$ cat config.mk
export PLATFORM = sky130hd
export DESIGN_NAME = key_filter_ctrl
export DESIGN_NICKNAME = d
export VERILOG_FILES = /design/src/rtl/key_filter_ctrl_pkg.sv /design/src/rtl/key_filter_ctrl_ch.sv /design/src/rtl/key_filter_ctrl.sv
export SDC_FILE = /design/constraint.sdc
export NUM_CORES = 1
export LEC_CHECK = 0
export ABC_AREA = 1
export ABC_CLOCK_PERIOD_IN_PS = 3800
export CELL_PAD_IN_SITES_DETAIL_PLACEMENT = 1
export CELL_PAD_IN_SITES_GLOBAL_PLACEMENT = 2
export CORE_MARGIN = 1.5
export CORE_UTILIZATION = 38
export DETAILED_ROUTE_END_ITERATION = 10
export PLACE_DENSITY = 0.84
export SETUP_SLACK_MARGIN = 0.15
export SLEW_MARGIN = 20
export SYNTH_ARGS = -nofsm -noshare
export SYNTH_HDL_FRONTEND = slang
export SYNTH_SLANG_ARGS = --single-unit
$ cat constraint.sdc
create_clock -name clk -period 3.8 [get_ports clk]
set_clock_uncertainty 0.1 [all_clocks]
set_input_delay 0.38 -clock clk [delete_from_list [all_inputs] [get_ports clk]]
set_output_delay 0.38 -clock clk [all_outputs]
set_load 0.05 [all_outputs]
$ cat src/rtl/key_filter_ctrl_pkg.sv
// Shared definitions for the key filter and its neighbours (LED chaser,
// seven-segment/LCD control): per-channel state encoding and the default
// 50 MHz timing base.
package key_filter_ctrl_pkg;

    // Default timing at a 50 MHz clock.
    localparam int DEB_CNT_50M  = 1_000_000;   // 20 ms debounce window
    localparam int LONG_CNT_50M = 50_000_000;  // 1 s hold for a long press
    localparam int CNT_W_50M    = 26;          // 2^26 > LONG_CNT_50M

    // Per-channel debounce state machine encoding.
    typedef enum logic [2:0] {
        ST_IDLE       = 3'd0,
        ST_PRESS_DB   = 3'd1,
        ST_HELD       = 3'd2,
        ST_LONG_HELD  = 3'd3,
        ST_RELEASE_DB = 3'd4
    } key_state_t;

endpackage

$ cat src/rtl/key_filter_ctrl_ch.sv
// Single key channel: 2-flop synchronizer, debounce FSM and shared counter.
// Produces registered one-cycle press/long/release pulses and a debounced level.
module key_filter_ctrl_ch
    import key_filter_ctrl_pkg::*;
#(
    parameter int DEB_CNT  = DEB_CNT_50M,
    parameter int LONG_CNT = LONG_CNT_50M,
    parameter int CNT_W    = CNT_W_50M
) (
    input  logic clk,
    input  logic rst_n,
    input  logic key_in,
    output logic key_press,
    output logic key_long,
    output logic key_release,
    output logic key_level
);

    localparam logic [CNT_W-1:0] DEB_LAST  = CNT_W'(DEB_CNT - 1);
    localparam logic [CNT_W-1:0] LONG_LAST = CNT_W'(LONG_CNT - 1);

    logic             sync1_reg, sync2_reg;
    key_state_t       state_reg, state_next;
    logic [CNT_W-1:0] cnt_reg, cnt_next;
    logic             long_flag_reg, long_flag_next;
    logic             press_reg, press_next;
    logic             long_reg, long_next;
    logic             release_reg, release_next;
    logic             level_reg, level_next;

    // Bring the raw asynchronous key into the clk domain; idles high (released).
    always_ff @(posedge clk or negedge rst_n) begin
        if (!rst_n) begin
            sync1_reg <= 1'b1;
            sync2_reg <= 1'b1;
        end else begin
            sync1_reg <= key_in;
            sync2_reg <= sync1_reg;
        end
    end

    // State, counter, long flag and registered outputs.
    always_ff @(posedge clk or negedge rst_n) begin
        if (!rst_n) begin
            state_reg     <= ST_IDLE;
            cnt_reg       <= '0;
            long_flag_reg <= 1'b0;
            press_reg     <= 1'b0;
            long_reg      <= 1'b0;
            release_reg   <= 1'b0;
            level_reg     <= 1'b0;
        end else begin
            state_reg     <= state_next;
            cnt_reg       <= cnt_next;
            long_flag_reg <= long_flag_next;
            press_reg     <= press_next;
            long_reg      <= long_next;
            release_reg   <= release_next;
            level_reg     <= level_next;
        end
    end

    // Next-state logic; the counter is cleared on every state entry so it never wraps.
    always_comb begin
        state_next     = state_reg;
        cnt_next       = cnt_reg;
        long_flag_next = long_flag_reg;
        press_next     = 1'b0;
        long_next      = 1'b0;
        release_next   = 1'b0;
        case (state_reg)
            ST_IDLE: begin
                if (!sync2_reg) begin
                    state_next = ST_PRESS_DB;
                    cnt_next   = '0;
                end
            end
            ST_PRESS_DB: begin
                if (sync2_reg) begin
                    state_next = ST_IDLE;
                    cnt_next   = '0;
                end else if (cnt_reg == DEB_LAST) begin
                    state_next     = ST_HELD;
                    press_next     = 1'b1;
                    cnt_next       = '0;
                    long_flag_next = 1'b0;
                end else begin
                    cnt_next = cnt_reg + CNT_W'(1);
                end
            end
            ST_HELD: begin
                if (sync2_reg) begin
                    state_next = ST_RELEASE_DB;
                    cnt_next   = '0;
                end else if (cnt_reg == LONG_LAST) begin
                    state_next     = ST_LONG_HELD;
                    long_next      = 1'b1;
                    long_flag_next = 1'b1;
                    cnt_next       = '0;
                end else begin
                    cnt_next = cnt_reg + CNT_W'(1);
                end
            end
            ST_LONG_HELD: begin
                // No auto-repeat: wait here until the key lets go.
                if (sync2_reg) begin
                    state_next = ST_RELEASE_DB;
                    cnt_next   = '0;
                end
            end
            ST_RELEASE_DB: begin
                if (!sync2_reg) begin
                    // Release glitch: resume the hold; the long timer restarts
                    // unless the long event has already fired for this press.
                    state_next = long_flag_reg ? ST_LONG_HELD : ST_HELD;
                    cnt_next   = '0;
                end else if (cnt_reg == DEB_LAST) begin
                    state_next   = ST_IDLE;
                    release_next = 1'b1;
                    cnt_next     = '0;
                end else begin
                    cnt_next = cnt_reg + CNT_W'(1);
                end
            end
            default: begin
                state_next = ST_IDLE;
                cnt_next   = '0;
            end
        endcase
        level_next = (state_next == ST_HELD) || (state_next == ST_LONG_HELD) ||
                     (state_next == ST_RELEASE_DB);
    end

    assign key_press   = press_reg;
    assign key_long    = long_reg;
    assign key_release = release_reg;
    assign key_level   = level_reg;

endmodule

$ cat src/rtl/key_filter_ctrl.sv
// Multi-key debounce and event generator: KEY_W independent channels turning
// active-low raw buttons into press / long-press / release pulses and a level.
module key_filter_ctrl
    import key_filter_ctrl_pkg::*;
#(
    parameter int KEY_W    = 4,
    parameter int DEB_CNT  = DEB_CNT_50M,
    parameter int LONG_CNT = LONG_CNT_50M,
    parameter int CNT_W    = CNT_W_50M
) (
    input  logic             clk,
    input  logic             rst_n,
    input  logic [KEY_W-1:0] key_in,
    output logic [KEY_W-1:0] key_press,
    output logic [KEY_W-1:0] key_long,
    output logic [KEY_W-1:0] key_release,
    output logic [KEY_W-1:0] key_level
);

    // One fully independent filter per key.
    for (genvar gi = 0; gi < KEY_W; gi++) begin : g_ch
        key_filter_ctrl_ch #(
            .DEB_CNT  (DEB_CNT),
            .LONG_CNT (LONG_CNT),
            .CNT_W    (CNT_W)
        ) u_ch (
            .clk         (clk),
            .rst_n       (rst_n),
            .key_in      (key_in[gi]),
            .key_press   (key_press[gi]),
            .key_long    (key_long[gi]),
            .key_release (key_release[gi]),
            .key_level   (key_level[gi])
        );
    end

endmodule

==> metrics.md <==
| Metric | Value |
|---|---|
| Status | `complete, no violations` |
| Die X-Extent | `163 microns` |
| Worst slew pin tran | `between 0.9 and 1 ns` |
| Critical Path, Cell by Cell | `inv_1 -> nor2_1 -> nand2_1 -> nand2_1 -> buf_4 -> inv_1 -> nand3_2 -> clkinv_1 -> nor2_1` |
| Fin nets | `1477` |
| Initial antenna violation count | `0` |
| Crit. End Element | `register` |
| Via-to-Cell Ratio | `between 5 and 6` |
| Number of max-cap violations | `0` |
| Yosys warnings | `0` |
| Clk_lat worst skew | `~0.44 ns` |
| Max reg flops | `approximately 100` |
| Post-Synth Adder-Cell Area | `0.00516` |
| Post-synth top area cell | `dfrtp_1` |
| Drc violations | `0` |
| Final hold violations | `0` |
| Clk sinks | `around 140` |
| First-pass GRT wire length | `between 40000 and 50000 microns` |
| DR iter-0 viols | `slightly below 600` |
| Total negative slack | `0 ns` |
| Largest net degree at the start of global routing | `between 90 and 100` |
| Synth Area in XOR/XNOR | `0.0316` |
| DRT antenna net count | `0` |
| DR pass1 iterations | `4` |
| RSZ-0062 raised after global routing | `false` |
| Post-synth top cells | `nand2_1, nor2_1, inv_1` |
| Fmax | `around 380 MHz` |
| Area Growth Syn to Fin | `10.7%` |
| Avg Cell Area, Syn | `between 6 and 7 sq um` |
| Core Footprint | `about 25000 sq um` |
| Port Buffer Count | `21` |
| Cts repair resizes | `0` |
| Largest family of logic cells by synthesized area | `simple AND/OR/NAND/NOR gates` |
| Cell variety after synth | `40` |
| Slew headroom | `0.384` |
| Top cells by area, synth | `dfrtp_1, nand2_1, nor2_1, inv_1, nand3_1` |
| I/O Pins | `22` |
| Crit Path Class | `reg -> reg` |
| Leakage | `5.05 nW` |
| Ys async rst share | `1.00` |
| Pins over their slew limit | `0` |
| CP Launch Type | `register` |
| Die span in y | `163 microns` |
| Vias in the first global route | `slightly below 10000` |
| Diode count | `0` |
| FP Rows | `just under 60` |
| Final setup viols | `0` |
| Slowest-stage cell, CP | `dfstp_2` |
| Mux cell area share after synthesis | `0` |
| Worst path arrival time | `about 2.9 ns` |
| Synth Instances | `1461` |
| Drt wl/cell | `15.8 microns` |
| Clock buffer depth | `2` |
| Tcrit/Tclk final | `0.698` |
| Compound-Gate Fraction of Synth Area | `0.0355` |
| Min cycle time layout | `around 2.7 ns` |
| CP Data Required Time | `between 4 and 5 ns` |
| HPWL Detailed | `around 22000 microns` |
| CTS root buf | `clkbuf_16` |
| Clk pin slew, worst setup/hold paths | `around 0.07 ns` |
| Total grt overflow | `0` |
| CTS tree | `built` |
| Synthesized area | `roughly 9700 sq um` |
| Count leader, synth | `nand2_1` |
| RD Place Congestion | `around 0.86` |
| Pre-CTS setup slack | `between 1 and 1.5 ns` |
| CTS buffer count | `17` |
| GRT Overall Usage | `0.229` |
| Peak VDD IR | `between 0.2 and 0.3 mV` |
| Simple-Gate Fraction of Synth Area | `0.447` |
| Power per Cell Area | `around 370 nW/um^2` |
| Syn Nets | `1471` |
| Post-synth EDFFs | `0` |
| Worst setup margin | `between 1 and 1.5 ns` |
| Routed wire length | `~29000 microns` |
| Die area | `26500 sq um` |
| H-tree levels | `4` |
| Hold/Removal Path Class | `in -> reg` |
| Area share of the largest cell type after synthesis | `0.351` |
| Worst-path fanout max | `22` |
| Initial Util | `0.387` |
| Fill cell count | `roughly 3400` |
| Top FF cell, synth | `dfrtp_1` |
| Seq/Total Area, Yosys | `0.372` |
| CP peak stage delay | `approximately 0.61 ns` |
| Layout cells sized above 1 | `0.0568` |
| Via count | `approximately 9500` |
| FF+latch count, synth | `roughly 140` |
timing repair:
action                    in CTS  in global routing
hold endpoints to repair      11                  0
hold buffers                   1                  0
setup buffers                  0                  0
power breakdown:
| part | internal, mW | leakage (nW) | switching (mW) | total, mW |
|---|---|---|---|---|
| clock network | 1.00 | 0.295 | 0.745 | 1.74 |
| registers | 1.59 | 1.97 | 0.0713 | 1.66 |
| logic | 0.133 | 2.79 | 0.416 | 0.549 |
path summary, 6_finish.rpt:
path / slack, ns / start / cells past startpoint / end
min: 0.24 / key_in[1] / 1 / g_ch[1].u_ch.sync1_reg$_DFF_PN1_
max: 1.15 / g_ch[3].u_ch.sync2_reg$_DFF_PN1_ / 9 / g_ch[3].u_ch.cnt_reg[25]$_DFFE_PN0P_
max reg2reg: 1.15 / g_ch[3].u_ch.sync2_reg$_DFF_PN1_ / 9 / g_ch[3].u_ch.cnt_reg[25]$_DFFE_PN0P_
min in group asynchronous: 0.48 / rst_n / 2 / g_ch[0].u_ch.cnt_reg[24]$_DFFE_PN0P_
max in group asynchronous: 2.27 / rst_n / 3 / g_ch[1].u_ch.cnt_reg[17]$_DFFE_PN0P_
min reg2reg: 0.25 / g_ch[3].u_ch.sync1_reg$_DFF_PN1_ / 0 / g_ch[3].u_ch.sync2_reg$_DFF_PN1_
final cells by class:
type / instances / area [sq um] / share of cell area
clock inverters: 13 / 151 / 0.0141
clock buffers: 19 / 443 / 0.0412
flip-flops and latches: 144 / 3610 / 0.336
multi-input cells: 1062 / 5040 / 0.469
repair buffers: 29 / 287 / 0.0267
inverters: 213 / 800 / 0.0744
well taps: 330 / 413 / 0.0384
critical path, delay by kind of cell, from the launching register on:
family | cells | cell delay (ns)
buf+inv | 4 | 1.01
simple gates | 5 | 0.82
flops | 1 | 0.61
logic make-up after synthesis:
logic type                 Yosys count
AOI/OAI and AO/OA                   59
buffers and inverters              255
adders and majority gates            4
and+or+nand+nor                    964
xor gates and xnor gates            35
DFF                                144
cells in the final DEF, fill, tap and decap left out, types with 8 or more instances in the layout:
cell             instances
nand2_1                360
nor2_1                 261
inv_1                  207
nand3_1                142
dfrtp_1                136
nand4_1                104
nor3_1                  50
xor2_1                  27
o21ai_0                 23
clkdlybuf4s50_1         20
clkbuf_16               17
a21oi_1                 15
nor4_1                   8
xnor2_1                  8
dfstp_2                  8
routing by layer:
layer / part of all wire / GRT usage / vias to the layer above
met2: 0.47 / 0.379 / 123
met5: 0 / 0 / -
met1: 0.48 / 0.315 / 4624
li1: - / - / 4701
met3: 0.028 / 0.0298 / 31
met4: 0.014 / 0.0596 / 0
stage by stage:
step | hold WS (ns) | utilization | power, mW | area, sq um | std cells
global placement | 0.245 | 0.404 | 2.24 | 10100 | 1777
finish | 0.241 | 0.428 | 3.96 | 10700 | 1810
CTS | 0.225 | 0.428 | 4.02 | 10700 | 1810
detailed placement | 0.247 | 0.404 | 2.25 | 10100 | 1777
floorplan | -0.0156 | - | 2.05 | 9710 | 1461
global route | 0.233 | 0.428 | 4.15 | 10700 | 1810
No activity file was read; power rests on OpenSTA's default activity.
